--- src/rtl/hub75_pkg.sv ---
// Shared pixel type, field layout and defaults for the HUB75 receive path.
package hub75_pkg;

    typedef logic [5:0] pixel_t;

    localparam int R_LSB     = 0;
    localparam int G_LSB     = 2;
    localparam int B_LSB     = 4;
    localparam int DEF_COLS  = 32;
    localparam int DEF_ROW_W = 4;

    typedef enum logic {
        RD_IDLE   = 1'b0,
        RD_STREAM = 1'b1
    } rd_state_t;

    function automatic pixel_t pack_px(input logic [1:0] r, input logic [1:0] g,
                                       input logic [1:0] b);
        pixel_t p;
        p = '0;
        p[R_LSB +: 2] = r;
        p[G_LSB +: 2] = g;
        p[B_LSB +: 2] = b;
        return p;
    endfunction

endpackage

--- src/rtl/hub75_linebuf.sv ---
// Two-bank ping-pong line store: one write port into the current write bank,
// one registered read port, and per-bank ownership held by the read side.
module hub75_linebuf
    import hub75_pkg::*;
#(
    parameter int COLS = DEF_COLS
) (
    input  logic                    clk,
    input  logic                    rst,
    input  logic                    i_we,
    input  logic [$clog2(COLS)-1:0] i_waddr,
    input  pixel_t                  i_wdata,
    input  logic                    i_handoff,
    input  logic                    i_free,
    input  logic                    i_free_bank,
    input  logic                    i_re,
    input  logic                    i_rbank,
    input  logic [$clog2(COLS)-1:0] i_raddr,
    output pixel_t                  o_rdata,
    output logic                    o_wsel,
    output logic [1:0]              o_busy
);

    pixel_t     r_mem [2][COLS];
    pixel_t     r_rdata;
    logic       r_wsel;
    logic [1:0] r_busy;

    always_ff @(posedge clk) begin
        if (i_we) begin
            r_mem[r_wsel][i_waddr] <= i_wdata;
        end
    end

    // Handoff and free always target different banks: a handoff is only
    // issued when the write bank is not owned by the reader.
    always_ff @(posedge clk) begin
        if (rst) begin
            r_wsel  <= 1'b0;
            r_busy  <= '0;
            r_rdata <= '0;
        end else begin
            if (i_handoff) begin
                r_busy[r_wsel] <= 1'b1;
                r_wsel         <= ~r_wsel;
            end
            if (i_free) begin
                r_busy[i_free_bank] <= 1'b0;
            end
            if (i_re) begin
                r_rdata <= r_mem[i_rbank][i_raddr];
            end
        end
    end

    assign o_rdata = r_rdata;
    assign o_wsel  = r_wsel;
    assign o_busy  = r_busy;

endmodule

--- src/rtl/hub75_rx.sv ---
// HUB75 panel-side receiver: oversamples the bus, rebuilds shifted lines in a
// ping-pong buffer and streams each latched line as tagged valid/ready beats.
module hub75_rx
    import hub75_pkg::*;
#(
    parameter int COLS  = DEF_COLS,
    parameter int ROW_W = DEF_ROW_W,
    parameter int SYNC  = 2
) (
    input  logic                    clk,
    input  logic                    rst,
    input  logic [1:0]              mat_r,
    input  logic [1:0]              mat_g,
    input  logic [1:0]              mat_b,
    input  logic [ROW_W-1:0]        mat_row,
    input  logic                    mat_clk,
    input  logic                    mat_lat,
    input  logic                    mat_oe,
    input  logic                    err_clr,
    input  logic                    px_ready,
    output logic                    px_valid,
    output logic [5:0]              px_data,
    output logic [$clog2(COLS)-1:0] px_col,
    output logic [ROW_W-1:0]        px_row,
    output logic                    px_oe,
    output logic                    px_last,
    output logic [15:0]             line_cnt,
    output logic                    err_ovf,
    output logic                    err_overrun
);

    localparam int          AW = $clog2(COLS);
    localparam int          CW = $clog2(COLS + 1);
    localparam int unsigned SN = (SYNC < 2) ? 2 : SYNC;
    localparam int          BW = ROW_W + 9;

    logic [BW-1:0]    w_pin;
    logic [BW-1:0]    r_sync [SN];
    logic [ROW_W-1:0] w_s_row;
    logic             w_s_oe, w_s_lat, w_s_clk;
    logic [1:0]       w_s_r, w_s_g, w_s_b;
    logic             r_clk_d, r_lat_d;
    logic             w_clk_rise, w_lat_rise;

    assign w_pin = {mat_row, mat_oe, mat_lat, mat_clk, mat_b, mat_g, mat_r};
    assign {w_s_row, w_s_oe, w_s_lat, w_s_clk, w_s_b, w_s_g, w_s_r} = r_sync[SN-1];

    always_ff @(posedge clk) begin
        if (rst) begin
            for (int unsigned i = 0; i < SN; i++) begin
                r_sync[i] <= '0;
            end
            r_clk_d <= 1'b0;
            r_lat_d <= 1'b0;
        end else begin
            r_sync[0] <= w_pin;
            for (int unsigned i = 1; i < SN; i++) begin
                r_sync[i] <= r_sync[i-1];
            end
            r_clk_d <= w_s_clk;
            r_lat_d <= w_s_lat;
        end
    end

    assign w_clk_rise = w_s_clk & ~r_clk_d;
    assign w_lat_rise = w_s_lat & ~r_lat_d;

    // ---------------- write side ----------------
    logic [CW-1:0]    r_wcol;
    logic [CW-1:0]    r_len  [2];
    logic [ROW_W-1:0] r_lrow [2];
    logic [1:0]       r_loe;
    logic [15:0]      r_line_cnt;
    logic             r_err_ovf, r_err_ovr;
    logic             w_col_ok, w_pix, w_we, w_accept, w_drop;
    logic [CW-1:0]    w_col_after;
    logic             w_wsel, w_wbusy;
    logic [1:0]       w_busy;
    pixel_t           w_rdata;

    assign w_wbusy     = w_busy[w_wsel];
    assign w_col_ok    = r_wcol < CW'(COLS);
    assign w_pix       = w_clk_rise && w_col_ok;
    // A reader-owned bank is never overwritten; such a line is dropped at latch.
    assign w_we        = w_pix && !w_wbusy;
    assign w_col_after = r_wcol + CW'(w_pix);
    assign w_accept    = w_lat_rise && !w_wbusy;
    assign w_drop      = w_lat_rise && w_wbusy;

    always_ff @(posedge clk) begin
        if (rst) begin
            r_wcol     <= '0;
            r_line_cnt <= '0;
            r_err_ovf  <= 1'b0;
            r_err_ovr  <= 1'b0;
            r_loe      <= '0;
            for (int unsigned b = 0; b < 2; b++) begin
                r_len[b]  <= '0;
                r_lrow[b] <= '0;
            end
        end else begin
            if (w_lat_rise) begin
                r_wcol <= '0;
            end else if (w_pix) begin
                r_wcol <= r_wcol + CW'(1);
            end
            if (w_accept) begin
                r_len[w_wsel]  <= w_col_after;
                r_lrow[w_wsel] <= w_s_row;
                r_loe[w_wsel]  <= w_s_oe;
                r_line_cnt     <= r_line_cnt + 16'd1;
            end
            if (w_clk_rise && !w_col_ok) begin
                r_err_ovf <= 1'b1;
            end else if (err_clr) begin
                r_err_ovf <= 1'b0;
            end
            if (w_drop) begin
                r_err_ovr <= 1'b1;
            end else if (err_clr) begin
                r_err_ovr <= 1'b0;
            end
        end
    end

    // ---------------- read side ----------------
    rd_state_t        r_state, w_state_nxt;
    logic             r_rsel, w_rsel_nxt;
    logic [AW-1:0]    r_col, w_col_nxt, w_raddr;
    logic             r_valid;
    logic [ROW_W-1:0] r_row_o;
    logic             r_oe_o;
    logic             w_re, w_free, w_start, w_last;

    assign w_last = (CW'(r_col) + CW'(1)) == r_len[r_rsel];

    always_ff @(posedge clk) begin
        if (rst) begin
            r_state <= RD_IDLE;
        end else begin
            r_state <= w_state_nxt;
        end
    end

    // The read port always fetches the beat that will be shown next cycle,
    // so entering STREAM already has pixel 0 registered.
    always_comb begin
        w_state_nxt = r_state;
        w_rsel_nxt  = r_rsel;
        w_col_nxt   = r_col;
        w_raddr     = '0;
        w_re        = 1'b1;
        w_free      = 1'b0;
        w_start     = 1'b0;
        unique case (r_state)
            RD_IDLE: begin
                if (w_busy[r_rsel]) begin
                    if (r_len[r_rsel] == '0) begin
                        w_free     = 1'b1;
                        w_rsel_nxt = ~r_rsel;
                    end else begin
                        w_start     = 1'b1;
                        w_state_nxt = RD_STREAM;
                        w_col_nxt   = '0;
                    end
                end
            end
            RD_STREAM: begin
                if (px_ready) begin
                    if (w_last) begin
                        w_free      = 1'b1;
                        w_rsel_nxt  = ~r_rsel;
                        w_state_nxt = RD_IDLE;
                        w_col_nxt   = '0;
                    end else begin
                        w_col_nxt = r_col + AW'(1);
                        w_raddr   = r_col + AW'(1);
                    end
                end else begin
                    w_re    = 1'b0;
                    w_raddr = r_col;
                end
            end
        endcase
    end

    always_ff @(posedge clk) begin
        if (rst) begin
            r_rsel  <= 1'b0;
            r_col   <= '0;
            r_valid <= 1'b0;
            r_row_o <= '0;
            r_oe_o  <= 1'b0;
        end else begin
            r_rsel  <= w_rsel_nxt;
            r_col   <= w_col_nxt;
            r_valid <= (w_state_nxt == RD_STREAM);
            if (w_start) begin
                r_row_o <= r_lrow[r_rsel];
                r_oe_o  <= r_loe[r_rsel];
            end
        end
    end

    hub75_linebuf #(
        .COLS(COLS)
    ) u_linebuf (
        .clk        (clk),
        .rst        (rst),
        .i_we       (w_we),
        .i_waddr    (AW'(r_wcol)),
        .i_wdata    (pack_px(w_s_r, w_s_g, w_s_b)),
        .i_handoff  (w_accept),
        .i_free     (w_free),
        .i_free_bank(r_rsel),
        .i_re       (w_re),
        .i_rbank    (w_rsel_nxt),
        .i_raddr    (w_raddr),
        .o_rdata    (w_rdata),
        .o_wsel     (w_wsel),
        .o_busy     (w_busy)
    );

    assign px_valid    = r_valid;
    assign px_data     = w_rdata;
    assign px_col      = r_col;
    assign px_row      = r_row_o;
    assign px_oe       = r_oe_o;
    assign px_last     = r_valid && w_last;
    assign line_cnt    = r_line_cnt;
    assign err_ovf     = r_err_ovf;
    assign err_overrun = r_err_ovr;

endmodule

--- config.mk ---
export PLATFORM = sky130hd
export DESIGN_NAME = hub75_rx
export DESIGN_NICKNAME = d
export VERILOG_FILES = /design/src/rtl/hub75_pkg.sv /design/src/rtl/hub75_linebuf.sv /design/src/rtl/hub75_rx.sv
export SDC_FILE = /design/constraint.sdc
export NUM_CORES = 1
export LEC_CHECK = 0
export ABC_AREA = 1
export BUFFER_PORTS_ARGS = -buffer_cell sky130_fd_sc_hd__buf_4
export CORE_UTILIZATION = 49
export DETAILED_ROUTE_END_ITERATION = 12
export HOLD_SLACK_MARGIN = 0.03
export PLACE_DENSITY = 0.7
export SYNTH_ARGS = -nofsm -noshare
export SYNTH_HDL_FRONTEND = slang
export SYNTH_SLANG_ARGS = --single-unit
--- constraint.sdc ---
create_clock -name clk -period 6.15 [get_ports clk]
set_input_delay 0.615 -clock clk [delete_from_list [all_inputs] [get_ports clk]]
set_output_delay 0.615 -clock clk [all_outputs]
set_load 0.01 [all_outputs]
Word-level counts from Yosys, hierarchy flattened
Memories as Yosys holds them, arrays and structs flattened. A register that Yosys moved wholly into a read port is not among the register bits.
Index checks and enable logic that the tools add are counted.
{"block": "totals", "ff_bits": 45, "rom_bits": 0, "out_inout_bits": 36, "latchBits": 0, "ramBits": 430, "n_memories": 4, "word_cells": 129, "input_bits": 17}
{"block": "op_classes", "add_sub_neg": 5, "muxes": 63, "bitwise": 14, "order_cmp": 8, "shifts": 0, "n_eq_ne": 3, "n_reduce_logical": 18, "div_mod_pow": 0, "multipliers": 0}
{"memory": "u_linebuf.r_mem", "depth": 2, "width": 192, "rd": 1, "rd_ports_with_merged_regs": 0, "write_ports": 1, "line": "hub75_linebuf.sv:24", "rtl": "pixel_t r_mem [2][COLS];"}
{"memory": "r_sync", "depth": 2, "width": 13, "rd": 2, "rd_ports_with_merged_regs": 0, "write_ports": 2, "line": "hub75_rx.sv:38", "rtl": "logic [BW-1:0] r_sync [SN];"}
{"memory": "r_len", "depth": 2, "width": 6, "rd": 1, "rd_ports_with_merged_regs": 1, "write_ports": 2, "line": "hub75_rx.sv:70", "rtl": "logic [CW-1:0] r_len [2];"}
{"memory": "r_lrow", "depth": 2, "width": 4, "rd": 1, "rd_ports_with_merged_regs": 1, "write_ports": 2, "line": "hub75_rx.sv:71", "rtl": "logic [ROW_W-1:0] r_lrow [2];"}
{"cell": "two-way mux 192 bit", "count": 1}
{"cell": "two-way mux 1 bit", "count": 38}
{"cell": "binary-select mux 6 bit (select 5 bit)", "count": 1}
{"cell": "demux 6 bit (select 5 bit)", "count": 1}
{"cell": "two-way mux 13 bit", "count": 2}
{"cell": "two-way mux 5 bit", "count": 5}
{"cell": "two-way mux 6 bit", "count": 4}
{"cell": "adder 16 x 1 -> 16 bit (second input constant)", "count": 1}
{"cell": ">= comparator 6 bit (second input constant)", "count": 2}
{"cell": "NOT 5 -> 6 bit", "count": 2}
{"cell": "one-hot mux 5 bit (2 select lines)", "count": 1}
{"cell": "logical AND 1 bit", "count": 9}
{"cell": "adder 5 x 1 -> 6 bit (second input constant)", "count": 1}
{"cell": "adder 6 x 1 -> 6 bit", "count": 1}
{"cell": "adder 6 x 1 -> 6 bit (second input constant)", "count": 1}
{"cell": "equality test 6 bit", "count": 1}
{"cell": "zero test 6 bit", "count": 1}
{"cell": "less-than comparator 6 x 1 -> 1 bit (second input constant)", "count": 1}
{"cell": "less-than comparator 6 bit (second input constant)", "count": 1}
{"cell": "two-way mux 2 bit", "count": 3}
{"cell": "one-hot mux 1 bit (2 select lines)", "count": 3}
{"cell": "OR reduction 6 bit", "count": 1}
{"cell": "adder 5 x 1 -> 5 bit (second input constant)", "count": 1}
{"cell": "NOT 1 bit", "count": 5}
{"cell": "other kinds (16)", "count": 24}

Longest topological paths before layout
Gate-level depths: netlist (run 1).
{"block": "depth", "ltp_word": 9, "depth_mapped": 25, "ltp_nobuf": 23}

Hierarchy
A second synthesis (run 1) with hierarchy kept.
{"block": "unflattened", "hier_cells": 1905, "hier_area_um2": 20073.0}
{"mod": "hub75_linebuf", "seq_area_each_um2": 11711.2, "instances": 1, "cells_per_inst": 1414, "area_per_inst_um2": 16178.0}
{"mod": "hub75_rx", "seq_area_each_um2": 1921.8, "instances": 1, "cells_per_inst": 491, "area_per_inst_um2": 3895.0}

Worst setup path before layout (run 1)
OpenSTA, ideal clock, no wires.
{"block": "synth_timing", "path_type": "register to register", "from": "register r_col[1], in the netlist px_col[1]", "to": "register u_linebuf.r_rdata[2], in the netlist u_linebuf.o_rdata[2]", "stages_incl_launch_ff": 23, "required_time_ns": 6.041, "path_slack_ns": 3.585, "synth_period_minus_slack_ns": 2.565, "arrival_ns": 2.456, "n_path_buf": 2, "setup_time_ns": 0.109, "path_cell_list": "dfxtp_1 ha_1 nand2_1 inv_1 nand3_1 nand2_1 nand2_1 nand2_1 nor2_2 nand3_2 nand2_1 nor3_4 inv_2 buf_4 buf_2 nand3_1 nand3_1 nand3_1 nand3_1 nand3_1 nand3_1 nand2_1 inv_1"}
{"block": "synth_between", "elab_chain_len": 9, "elab_cells_between_ends": 14, "cone_classes": "2 x add/sub; 1 x eq/ne; 9 x mux; 1 x bitwise; 1 x memory"}
{"item": "start, declared", "line": "hub75_rx.sv:129", "rtl": "logic [AW-1:0] r_col, w_col_nxt, w_raddr;"}
{"item": "start signal, assigned", "line": "hub75_rx.sv:196", "rtl": "r_col <= w_col_nxt;"}
{"item": "adder 5 x 1 -> 6 bit", "line": "hub75_rx.sv:135", "rtl": "assign w_last = (CW'(r_col) + CW'(1)) == r_len[r_rsel];"}
{"item": "equality test 6 bit", "line": "hub75_rx.sv:135"}
{"item": "two-way mux 1 bit / two-way mux 5 bit (equally long branches)", "line": "hub75_rx.sv:170", "rtl": "if (w_last) begin"}
{"item": "two-way mux 1 bit / two-way mux 5 bit (equally long branches)"}
{"item": "one-hot mux 1 bit (2 select lines) / two-way mux 5 bit (equally long branches)", "line": "hub75_rx.sv:155", "rtl": "unique case (r_state)"}
{"item": "memory (2 x 192 bit) / NOT 5 -> 6 bit (equally long branches)"}
{"item": "binary-select mux 6 bit (select 5 bit) (*)", "line": "hub75_linebuf.sv:51", "rtl": "r_rdata <= r_mem[i_rbank][i_raddr];"}
{"item": "two-way mux 6 bit (implied by the code) (*) (2 in series)", "line": "hub75_linebuf.sv:51"}
{"item": "end signal, assigned", "line": "hub75_linebuf.sv:51"}
{"item": "end, declared", "line": "hub75_linebuf.sv:25", "rtl": "pixel_t r_rdata;"}
Every way passes the cells marked *; elsewhere a longest branch is shown, timed or not. The select of a mux whose other input is x is not followed.
A chain may end at the register's enable or synchronous reset.

Worst setup path after layout (run 1)
{"block": "layout_timing", "from": "register r_rsel", "to": "register u_linebuf.r_rdata[1], in the netlist u_linebuf.o_rdata[1]"}
{"block": "layout_between", "elab_chain_len": 8, "elab_cells_between_ends": 12, "cone_classes": "10 x mux; 1 x bitwise; 1 x memory"}
{"item": "start, declared", "line": "hub75_rx.sv:128", "rtl": "logic r_rsel, w_rsel_nxt;"}
{"item": "start signal, assigned", "line": "hub75_rx.sv:195", "rtl": "r_rsel <= w_rsel_nxt;"}
{"item": "two-way mux 1 bit (implied by the code) / NOT 1 bit (equally long branches)", "line": "hub75_rx.sv:157, hub75_rx.sv:160, hub75_rx.sv:172"}
{"item": "two-way mux 1 bit, on equally long branches", "line": "hub75_rx.sv:157, hub75_rx.sv:158, hub75_rx.sv:170"}
{"item": "two-way mux 1 bit, on equally long branches", "line": "hub75_rx.sv:157, hub75_rx.sv:169"}
{"item": "one-hot mux 1 bit (2 select lines) (*)", "line": "hub75_rx.sv:155"}
{"item": "memory (2 x 192 bit) (*)"}
{"item": "binary-select mux 6 bit (select 5 bit) (*)", "line": "hub75_linebuf.sv:51"}
{"item": "two-way mux 6 bit (implied by the code) (*) (2 in series)", "line": "hub75_linebuf.sv:51"}
Marked as above.

==> metrics.md, run 1 <==
| Metric | Value |
|---|---|
| Outcome | complete, no violations |
| Setup-failing EPs final | 0 |
| CTS tree | yes |
| Die Ht | around 210 um |
| Cell occurring most often along the worst timing path | sky130_fd_sc_hd__nand3_1 |
| Critical path peak fanout | 95 |
| Total gr overflow | 0 |
| Number of ports placed on the die boundary | 53 |
| Kind of critical path | reg -> reg |
| Final weighted congestion of routability-driven global placement | ~0.87 |
| Multi-input logic area | 5860 um^2 |
| Clock share of power | 0.403 |
| Number of iterations in the first detailed-routing pass | 5 |
| Number of global-route vias before repair | roughly 15000 |
| Combined global-route utilization of all metal layers | 0.236 |
| Unique cell type count in the Yosys netlist | 38 |
| Number of setup buffers added after CTS | 0 |
| Routed Wire Length | approximately 51000 um |
| Post-route clock period utilization | 0.772 |
| Worst R2R Setup Slack | approximately 1400 ps |
| Slew of the pin with the lowest slew margin | 1230 ps |
| Share of cells above drive strength 1 | 0.0794 |
| Setup crit end kind | register |
| Hold-fix buffers, CTS | 0 |
| Starting density of the core | 0.496 |
| Antenna violations before repair | 0 |
| Netlist area before placement | approximately 21000 um^2 |
| Number of standard cells in the final layout excluding fillers | roughly 2800 |
| Unrepaired setup endpoints after global routing | no |
| Routed vias | 14900 |
| Clock tree root driver cell | sky130_fd_sc_hd__clkbuf_16 |
| Final max-slew violation count | 0 |
| Path category of the worst min-delay check | in -> reg |
| Setup clock skew after layout | 16.7 ps |
| Slowest Stage Delay on Critical Path | between 800 and 900 ps |
| Number of fillers in the final layout | between 3000 and 4000 |
| Antenna Violating Nets Remaining | 0 |
| Number of antenna repair diodes | 0 |
| Synth Warn # | 0 |
| Final critical path time including I/O delays and setup | 4750 ps |
| Final hold slack | 244 ps |
| Final number of hold-violating endpoints | 0 |
| Required time at the worst-slack endpoint | around 6600 ps |
| Register area share after synthesis | 0.640 |
| Synthesized netlist net count | between 2000 and 2500 |
| Pin count of the biggest net entering global routing | slightly below 100 |
| Cell count after synthesis | around 2100 |
| Peak VDD IR | between 0.2 and 0.25 mV |
| Worst skew pair latency | 570 ps |
| Data arrival time of the critical path | about 5200 ps |
| Area enclosed by the die boundary | ~44000 um^2 |
| Max-Slew Margin vs Limit | 0.182 |
| Sw power | ~1600 uW |
| Max frequency | 211 MHz |
| Most frequent standard cell in the layout excluding fill and tap cells | sky130_fd_sc_hd__nand3_1 |
| Row count | 76 |
| Flop and latch count out of synthesis | around 480 |
| Count of max-cap constraint violations | 0 |
| H-tree levels | 2 |
| Static leakage | about 0.0095 uW |
| Worst setup SP type | register |
| Clock transition time at the flip-flop clock pins of the worst setup and hold paths | around 60 ps |
| Global-route wire length before repair | just over 80000 um |
| Crit path max-delay cell type | sky130_fd_sc_hd__buf_4 |
| Power share of the combinational group | 0.082 |
| Top library cells by usage in the layout, fill and taps aside | sky130_fd_sc_hd__nand3_1, sky130_fd_sc_hd__edfxtp_1, sky130_fd_sc_hd__nand2_1 |
| Count of routing violations after the opening detailed-route iteration | ~1400 |
| Synth-to-layout area growth | 10.4% |
| Cell total after placement | ~2700 |
| Detailed placer's ending HPWL | ~30000 um |
| Count of unresolved DRC violations after routing | 0 |
| Number of buffers created by CTS | 48 |
| Count of input and output buffers | 52 |
| Total negative slack for setup checks | 0 ps |
| Layout Nets | ~2200 |
| Vias per cell | ~5.4 |
| Die width | roughly 210 um |
| Final routed wire length divided by cell count | around 19 um |
| Mean post-synth cell area | between 9 and 10 um^2 |
| Cell-by-cell trace of the critical path | inv_2 > nand2_1 > o21ai_1 > nand2_1 > nand2_1 > nor2_1 > nand4_1 > nand3_4 > buf_4 > buf_4 > nand3b_1 > nand3_1 > nand3_1 > nand3_1 > nand3_1 > nand3_1 > nand3_1 > nand2_1 > inv_1 |
| CTS-repair resized insts | 0 |
| Largest buffer count on any clock path | 3 |
| Number of sinks handled by clock tree synthesis | roughly 480 |
| Switching part of the total power | 0.235 |
| Cell-internal power | between 5000 and 6000 uW |
| Area of all sequential standard cells | 13600 um^2 |
| Area of the core | between 40000 and 50000 um^2 |
| Sequential share of power | 0.514 |
| Cell area power density | about 300 nW/um^2 |
[flip-flops by register name, indices dropped and copies added (netlist names), 2 cells and up]
| register | flops |
|---|---|
| px_col | 5 |
| r_loe | 2 |
| r_sync | 26 |
| line_cnt | 16 |
| u_linebuf.r_mem | 384 |
| r_wcol | 6 |
| u_linebuf.o_busy | 2 |
| r_lrow | 8 |
| px_row | 4 |
| u_linebuf.o_rdata | 6 |
| r_len | 12 |
[stage by stage]
| step | utilization | setup WS [ps] | power, uW | area (um^2) |
|---|---|---|---|---|
| after detailed placement | 0.513 | 1550 | 4210 | 22000 |
| final | 0.547 | 1400 | 6950 | 23500 |
| after global routing | 0.547 | 956 | 7180 | 23500 |
| after CTS | 0.547 | 1520 | 6980 | 23500 |
| after global placement | 0.513 | 1560 | 4200 | 22000 |
| after floorplan | - | 3580 | 4040 | 21300 |
[cells by family (layout without fill, tap and decap cells)]
family	after synthesis	after routing	share of synthesized area
flip-flops	479	479	0.640
XOR/XNOR	5	5	0.00205
AO/OA/AOI/OAI	68	68	0.0184
adder cells (fa/ha/maj)	8	8	0.00470
AND/OR/NAND/NOR	1124	1124	0.249
buffers and inverters	453	482	0.0868
[power by group through the flow]
stage	Clock (uW)	Sequential, uW	Combinational [uW]
after floorplan	0	3630	414
after CTS	2840	3570	569
final	2810	3570	573
after global routing	2970	3580	637
after detailed placement	0	3640	567
after global placement	0	3640	556
[final timing paths]
kind	from	endpoint	depth (start not counted)
worst min-delay path	mat_row[1]	r_sync[0][10]	3
worst max-delay path	r_rsel	u_linebuf.o_rdata[1]	19
worst min register to register	r_sync[0][5]	r_sync[0][18]	2
worst max register to register	r_rsel	u_linebuf.o_rdata[1]	19
[synthesized netlist by cell type, drive strengths merged]
cell      n  area (um^2)
nor3     15         91.3
edfxtp  404        12100
a31oi     6         37.5
inv     328         1230
nor4      1         6.26
clkbuf   46          173
o21ai    28          144
o211ai    6         60.1
nand4     3         18.8
xor2      4         35.0
xnor2     1         8.76
nand3   414         2090
a211oi    1         7.51
nand2   397         1490
dfxtp    75         1500
a21oi    24          120
ha        8          100
and3      5         31.3
o221ai    2         17.5
nor2    164          631
buf      79          445
o22ai     1         6.26
or2       1         6.26
nand3b  121          908
nor3b     3         27.5
[cell type report]
| class | instances | share of cell area |
|---|---|---|
| clock buffers | 66 | 0.0579 |
| clock inverters | 16 | 0.00542 |
| repair buffers | 72 | 0.0240 |
| inverters | 328 | 0.0523 |
| flip-flops and latches | 479 | 0.580 |
| multi-input cells | 1205 | 0.249 |
| well taps | 585 | 0.0311 |
[worst max-delay path: cells and delay by family (launching register included)]
kind                   cells  cell delay, ps
DFF                        1             820
AOI/OAI and AO/OA          1              80
and+or+nand+nor           14            1880
buffers and inverters      4            1800
[routing by layer]
metal | wire length [um] | share of wire | global-route usage
met1 | 21400 | 0.42 | 0.312
met2 | 23800 | 0.46 | 0.377
met3 | 4020 | 0.078 | 0.0445
met4 | 2200 | 0.043 | 0.110
met5 | 0 | 0 | 0
Power figures use the tool's default switching activity.
==> run 2: changes to the inputs <==
Clock period 6.15 ns to 4.7 ns, I/O delays scaled along.
==> metrics.md, run 2 (synthesis results as in run 1) <==
| Metric | Value |
|---|---|
| Share of cells above drive strength 1 | 0.0806 |
| Max frequency | 253 MHz |
| Cell total after placement | roughly 2700 |
| Most frequent standard cell in the layout excluding fill and tap cells | sky130_fd_sc_hd__nand3_1 |
| Final number of hold-violating endpoints | 0 |
| Clock tree root driver cell | sky130_fd_sc_hd__clkbuf_16 |
| Largest buffer count on any clock path | 3 |
| Cell area power density | slightly below 400 nW/um^2 |
| Slew of the pin with the lowest slew margin | between 900 and 1000 ps |
| Global-route wire length before repair | between 80000 and 90000 um |
| Area enclosed by the die boundary | 44300 um^2 |
| Static leakage | around 0.0095 uW |
| Data arrival time of the critical path | about 4500 ps |
| Total gr overflow | 0 |
| Routed vias | approximately 15000 |
| Peak VDD IR | approximately 0.31 mV |
| Count of input and output buffers | 52 |
| Layout Nets | 2161 |
| Post-route clock period utilization | 0.839 |
| Pre-CTS setup slack | just under 900 ps |
| Die width | about 210 um |
| Max-Slew Margin vs Limit | 0.351 |
| Final routed wire length divided by cell count | roughly 19 um |
| Vias per cell | 5.46 |
| Count of max-cap constraint violations | 0 |
| Register containing the most flip-flops in the final layout | u_linebuf.r_mem |
| Antenna violations before repair | 0 |
| Worst Reg-to-Reg Cells | 19 |
| Worst skew pair latency | ~600 ps |
| Setup-failing EPs final | 0 |
| CTS-repair resized insts | 0 |
| Hold-fix buffers, CTS | 0 |
| CTS tree | yes |
| Number of setup buffers added after CTS | 0 |
| Number of ports placed on the die boundary | 53 |
| Setup clock skew after layout | between 20 and 25 ps |
| Count of unresolved DRC violations after routing | 0 |
| Hold_sp | mat_lat |
| Final max-slew violation count | 0 |
| Pin count of the biggest net entering global routing | 157 |
| Hold path endpoint | r_sync[0][7] |
| Clock transition time at the flip-flop clock pins of the worst setup and hold paths | approximately 60 ps |
| Required time at the worst-slack endpoint | between 5000 and 6000 ps |
| Final hold slack | ~85 ps |
| Number of iterations in the first detailed-routing pass | 6 |
| Number of antenna repair diodes | 0 |
| Worst R2R Setup Slack | 750 ps |
| Count of routing violations after the opening detailed-route iteration | approximately 1600 |
| Antenna Violating Nets Remaining | 0 |
| Least setup slack across all paths after layout | roughly 750 ps |
| Row count | 76 |
| Total power consumption of the routed design | about 9400 uW |
| Final critical path time including I/O delays and setup | between 3000 and 4000 ps |
| Total negative slack for setup checks | 0 ps |
| Final weighted congestion of routability-driven global placement | ~0.9 |
| Worst setup SP type | register |
| H-tree levels | 2 |
| Reg2reg end | u_linebuf.o_rdata[1] |
| Worst hold path cell count | 3 |
| Number of sinks handled by clock tree synthesis | ~480 |
| Outcome | complete, no violations |
| Starting density of the core | 0.496 |
| Area of the core | 43000 um^2 |
| Unrepaired setup endpoints after global routing | no |
| Synth-to-layout area growth | 11.2% |
| Routed Wire Length | 51700 um |
| Number of global-route vias before repair | 14600 |
| Die Ht | around 210 um |
| Top library cells by usage in the layout, fill and taps aside | sky130_fd_sc_hd__nand3_1, sky130_fd_sc_hd__edfxtp_1, sky130_fd_sc_hd__nand2_1 |
| Combined global-route utilization of all metal layers | 0.239 |
| Flip-flop count of the largest register, all copies and words added | 384 |
| Number of buffers created by CTS | 50 |
| RR Startpoint | r_rsel |
| Kind of critical path | reg -> reg |
| Setup crit end kind | register |
| Number of standard cells in the final layout excluding fillers | 2756 |
| Path category of the worst min-delay check | in -> reg |
| Detailed placer's ending HPWL | around 30000 um |
| Critical path peak fanout | 33 |
## run 2: cell count changes in the layout (fill, tap and decap cells not counted), sizes merged
cell and change:
clkinv -9, inv +4, clkinvlp +3, bufinv +2, clkbuf +5
## run 2: per-stage QoR
stage           util  area, um^2
6_report       0.551       23700
5_1_grt        0.551       23700
2_1_floorplan      -       21300
3_3_place_gp   0.514       22100
3_5_place_dp   0.514       22100
4_1_cts        0.551       23700
## run 2: per-layer routing
layer | GRT usage | share of wire
met1 | 0.320 | 0.41
met5 | 0 | 0
met4 | 0.0845 | 0.032
met3 | 0.0481 | 0.083
met2 | 0.386 | 0.47
## run 2: worst max-delay path by stage
| stage | to | startpoint | cells past startpoint | slack, ps |
|---|---|---|---|---|
| global route | u_linebuf.o_rdata[3] | r_rsel | 20 | 410 |
| floorplan | u_linebuf.o_rdata[2] | px_col[1] | 22 | 2130 |
| CTS | u_linebuf.o_rdata[1] | r_rsel | 19 | 820 |
| global placement | u_linebuf.o_rdata[4] | r_rsel | 19 | 940 |
| detailed placement | u_linebuf.o_rdata[4] | r_rsel | 19 | 900 |
| finish | u_linebuf.o_rdata[1] | r_rsel | 19 | 750 |
## run 2: cell type report
type	instances	area, um^2
Fill cell	3721	19300
Sequential cell	479	13700
Multi-Input combinational cell	1205	5860
Clock buffer	71	1420
Inverter	328	1230
Tap cell	585	732
Timing Repair Buffer	72	603
Clock inverter	16	198
## run 2: where the power goes
group	internal [uW]	switching [uW]	total, uW
combinational	223	517	741
clock	2320	1610	3930
sequential	4620	73.1	4690
## run 2: worst max-delay path, cell delays in order (launching register included)
cell and delay, ps:
sky130_fd_sc_hd__dfxtp_1 820, sky130_fd_sc_hd__inv_2 300, sky130_fd_sc_hd__nand2_1 120, sky130_fd_sc_hd__o21ai_1 80, sky130_fd_sc_hd__nand2_1 80, sky130_fd_sc_hd__nand2_1 60
sky130_fd_sc_hd__nor2_1 210, sky130_fd_sc_hd__nand3_2 150, sky130_fd_sc_hd__nand2_1 190, sky130_fd_sc_hd__nor3_4 70, sky130_fd_sc_hd__inv_2 500, sky130_fd_sc_hd__buf_4 390
sky130_fd_sc_hd__nand3_1 130, sky130_fd_sc_hd__nand3_1 130, sky130_fd_sc_hd__nand3_1 130, sky130_fd_sc_hd__nand3_1 140, sky130_fd_sc_hd__nand3_1 140, sky130_fd_sc_hd__nand3_1 110
sky130_fd_sc_hd__nand2_1 50, sky130_fd_sc_hd__inv_1 50
==> run 3: changes to the inputs <==
Clock period 4.7 ns to 4.15 ns, I/O delays scaled along.
==> metrics.md, run 3 (synthesis results as in run 1) <==
| Metric | Value |
|---|---|
| Pre-CTS setup slack | between 600 and 700 ps |
| Cell-by-cell trace of the critical path | ha_1 > nand2_1 > inv_1 > nand3_1 > nand2_1 > nand2_1 > nand2_1 > nor2_2 > nand3_2 > nand2_1 > nor3_4 > buf_4 > nand3_1 > nand3_1 > nand3_1 > nand3_1 > nand3_1 > nand3_1 > nand2_1 > inv_1 |
| Critical path peak fanout | between 90 and 100 |
| CTS-repair resized insts | 0 |
| Setup clock skew after layout | 25.1 ps |
| Global-route wire length before repair | between 80000 and 90000 um |
| Kind of critical path | reg -> reg |
| Pin count of the biggest net entering global routing | about 160 |
| Number of sinks handled by clock tree synthesis | 479 |
| Buffer and inverter count on the worst path | 3 |
| Hold-fix buffers, CTS | 6 |
| Number of setup buffers added after CTS | 0 |
| Slowest Stage Delay on Critical Path | between 800 and 900 ps |
| Worst setup SP type | register |
| Count of input and output buffers | 52 |
| Die width | ~210 um |
| Crit path max-delay cell type | sky130_fd_sc_hd__buf_4 |
| Register containing the most flip-flops in the final layout | u_linebuf.r_mem |
| Count of max-cap constraint violations | 0 |
| Number of buffers created by CTS | roughly 50 |
| Routed Wire Length | 52700 um |
| Routed vias | around 15000 |
| Antenna Violating Nets Remaining | 0 |
| Unrepaired setup endpoints after global routing | no |
| Static leakage | 0.00959 uW |
| Outcome | complete, no violations |
| Largest buffer count on any clock path | 3 |
| Antenna violations before repair | 0 |
| Worst skew pair latency | approximately 590 ps |
| Total gr overflow | 0 |
| Detailed placer's ending HPWL | between 30000 and 40000 um |
| Gate family responsible for the most delay along the worst path | simple AND/OR/NAND/NOR gates |
| Row count | 76 |
| Max-Slew Margin vs Limit | 0.216 |
| Final routed wire length divided by cell count | between 15 and 20 um |
| Final number of hold-violating endpoints | 0 |
| Synth-to-layout area growth | 11.7% |
| Required time at the worst-slack endpoint | between 4000 and 5000 ps |
| Starting density of the core | 0.496 |
| Number of antenna repair diodes | 0 |
| Top library cells by usage in the layout, fill and taps aside | sky130_fd_sc_hd__nand3_1, sky130_fd_sc_hd__edfxtp_1, sky130_fd_sc_hd__nand2_1 |
| Total negative slack for setup checks | 0 ps |
| Combined global-route utilization of all metal layers | 0.242 |
| Area enclosed by the die boundary | approximately 44000 um^2 |
| Flip-flop count of the largest register, all copies and words added | between 300 and 400 |
| Setup-failing EPs final | 0 |
| Setup crit end kind | register |
| Cell occurring most often along the worst timing path | sky130_fd_sc_hd__nand3_1 |
| CTS tree | yes |
| Number of global-route vias before repair | about 15000 |
| Clock tree root driver cell | sky130_fd_sc_hd__clkbuf_16 |
| Final max-slew violation count | 0 |
| Most frequent standard cell in the layout excluding fill and tap cells | sky130_fd_sc_hd__nand3_1 |
| Peak VDD IR | about 0.29 mV |
| Share of cells above drive strength 1 | 0.0834 |
| Post-route clock period utilization | 0.894 |
| Number of iterations in the first detailed-routing pass | 6 |
| Final critical path time including I/O delays and setup | between 3000 and 4000 ps |
| Area of the core | around 43000 um^2 |
| Count of routing violations after the opening detailed-route iteration | roughly 1800 |
| Vias per cell | between 5 and 6 |
| Final weighted congestion of routability-driven global placement | between 0.9 and 1 |
| Slew of the pin with the lowest slew margin | approximately 1200 ps |
| Least setup slack across all paths after layout | ~440 ps |
| Count of unresolved DRC violations after routing | 0 |
| Clock transition time at the flip-flop clock pins of the worst setup and hold paths | approximately 60 ps |
| Cell area power density | 451 nW/um^2 |
| H-tree levels | 2 |
| Path category of the worst min-delay check | in -> reg |
| Layout Nets | 2167 |
| Data arrival time of the critical path | ~4200 ps |
| Die Ht | between 200 and 250 um |
| Max frequency | 270 MHz |
| Number of ports placed on the die boundary | 53 |
[run 3: cell count changes in the layout (fill, tap and decap cells not counted)]
cell | before | now
sky130_fd_sc_hd__dfxtp_4 | 5 | 6
sky130_fd_sc_hd__clkinv_2 | 5 | 11
sky130_fd_sc_hd__buf_4 | 67 | 69
sky130_fd_sc_hd__dlygate4sd3_1 | 0 | 6
sky130_fd_sc_hd__bufinv_16 | 4 | 6
sky130_fd_sc_hd__buf_12 | 5 | 4
sky130_fd_sc_hd__clkinv_1 | 1 | 6
sky130_fd_sc_hd__inv_6 | 3 | 1
sky130_fd_sc_hd__clkbuf_1 | 14 | 8
sky130_fd_sc_hd__clkbuf_8 | 5 | 6
sky130_fd_sc_hd__clkbuf_16 | 52 | 51
sky130_fd_sc_hd__dfxtp_2 | 1 | 0
[run 3: final timing paths]
| path | slack (ps) | cells after the start | endpoint | startpoint |
|---|---|---|---|---|
| worst max-delay path | 440 | 20 | u_linebuf.o_rdata[2] | px_col[0] |
| worst min register to register | 400 | 2 | r_sync[0][18] | r_sync[0][5] |
| worst max register to register | 440 | 20 | u_linebuf.o_rdata[2] | px_col[0] |
| worst min-delay path | 50 | 3 | r_sync[0][8] | mat_oe |
[run 3: tightest hold or removal path, stage by stage]
cell and delay (ps):
sky130_fd_sc_hd__buf_4 80, sky130_fd_sc_hd__inv_1 30, sky130_fd_sc_hd__nor2_1 70
[run 3: cell type report]
cell class	count	area, um^2
Clock buffer	65	1390
Clock inverter	27	289
Fill cell	3721	19200
Inverter	328	1230
Multi-Input combinational cell	1205	5860
Sequential cell	479	13700
Tap cell	585	732
Timing Repair Buffer	79	658
[run 3: power breakdown]
group / total, uW / leakage, uW / internal [uW] / switching, uW
clock network: 4560 / 0.000823 / 2720 / 1830
registers: 5320 / 0.00436 / 5230 / 83.9
logic: 868 / 0.00441 / 259 / 610
total: 10700 / 0.00959 / 8220 / 2530
[run 3: per-layer routing]
layer  up-vias  wire [um]  GRT usage
met2       642      24900      0.392
met4         0       1950      0.102
li1       7093          -          -
met1      7237      21500      0.325
met5         -          0          0
met3       131       4360     0.0386
[run 3: per-stage QoR]
step | hold WS [ps] | utilization | std cells | instance area, um^2 | total power [uW]
after CTS | 30.0 | 0.554 | 2768 | 23800 | 10800
final | 46.8 | 0.554 | 2768 | 23800 | 10700
after global routing | 43.8 | 0.554 | 2768 | 23800 | 11100
after detailed placement | 387 | 0.514 | 2670 | 22100 | 6270
after floorplan | 388 | - | 2137 | 21300 | 5990
after global placement | 385 | 0.514 | 2670 | 22100 | 6260
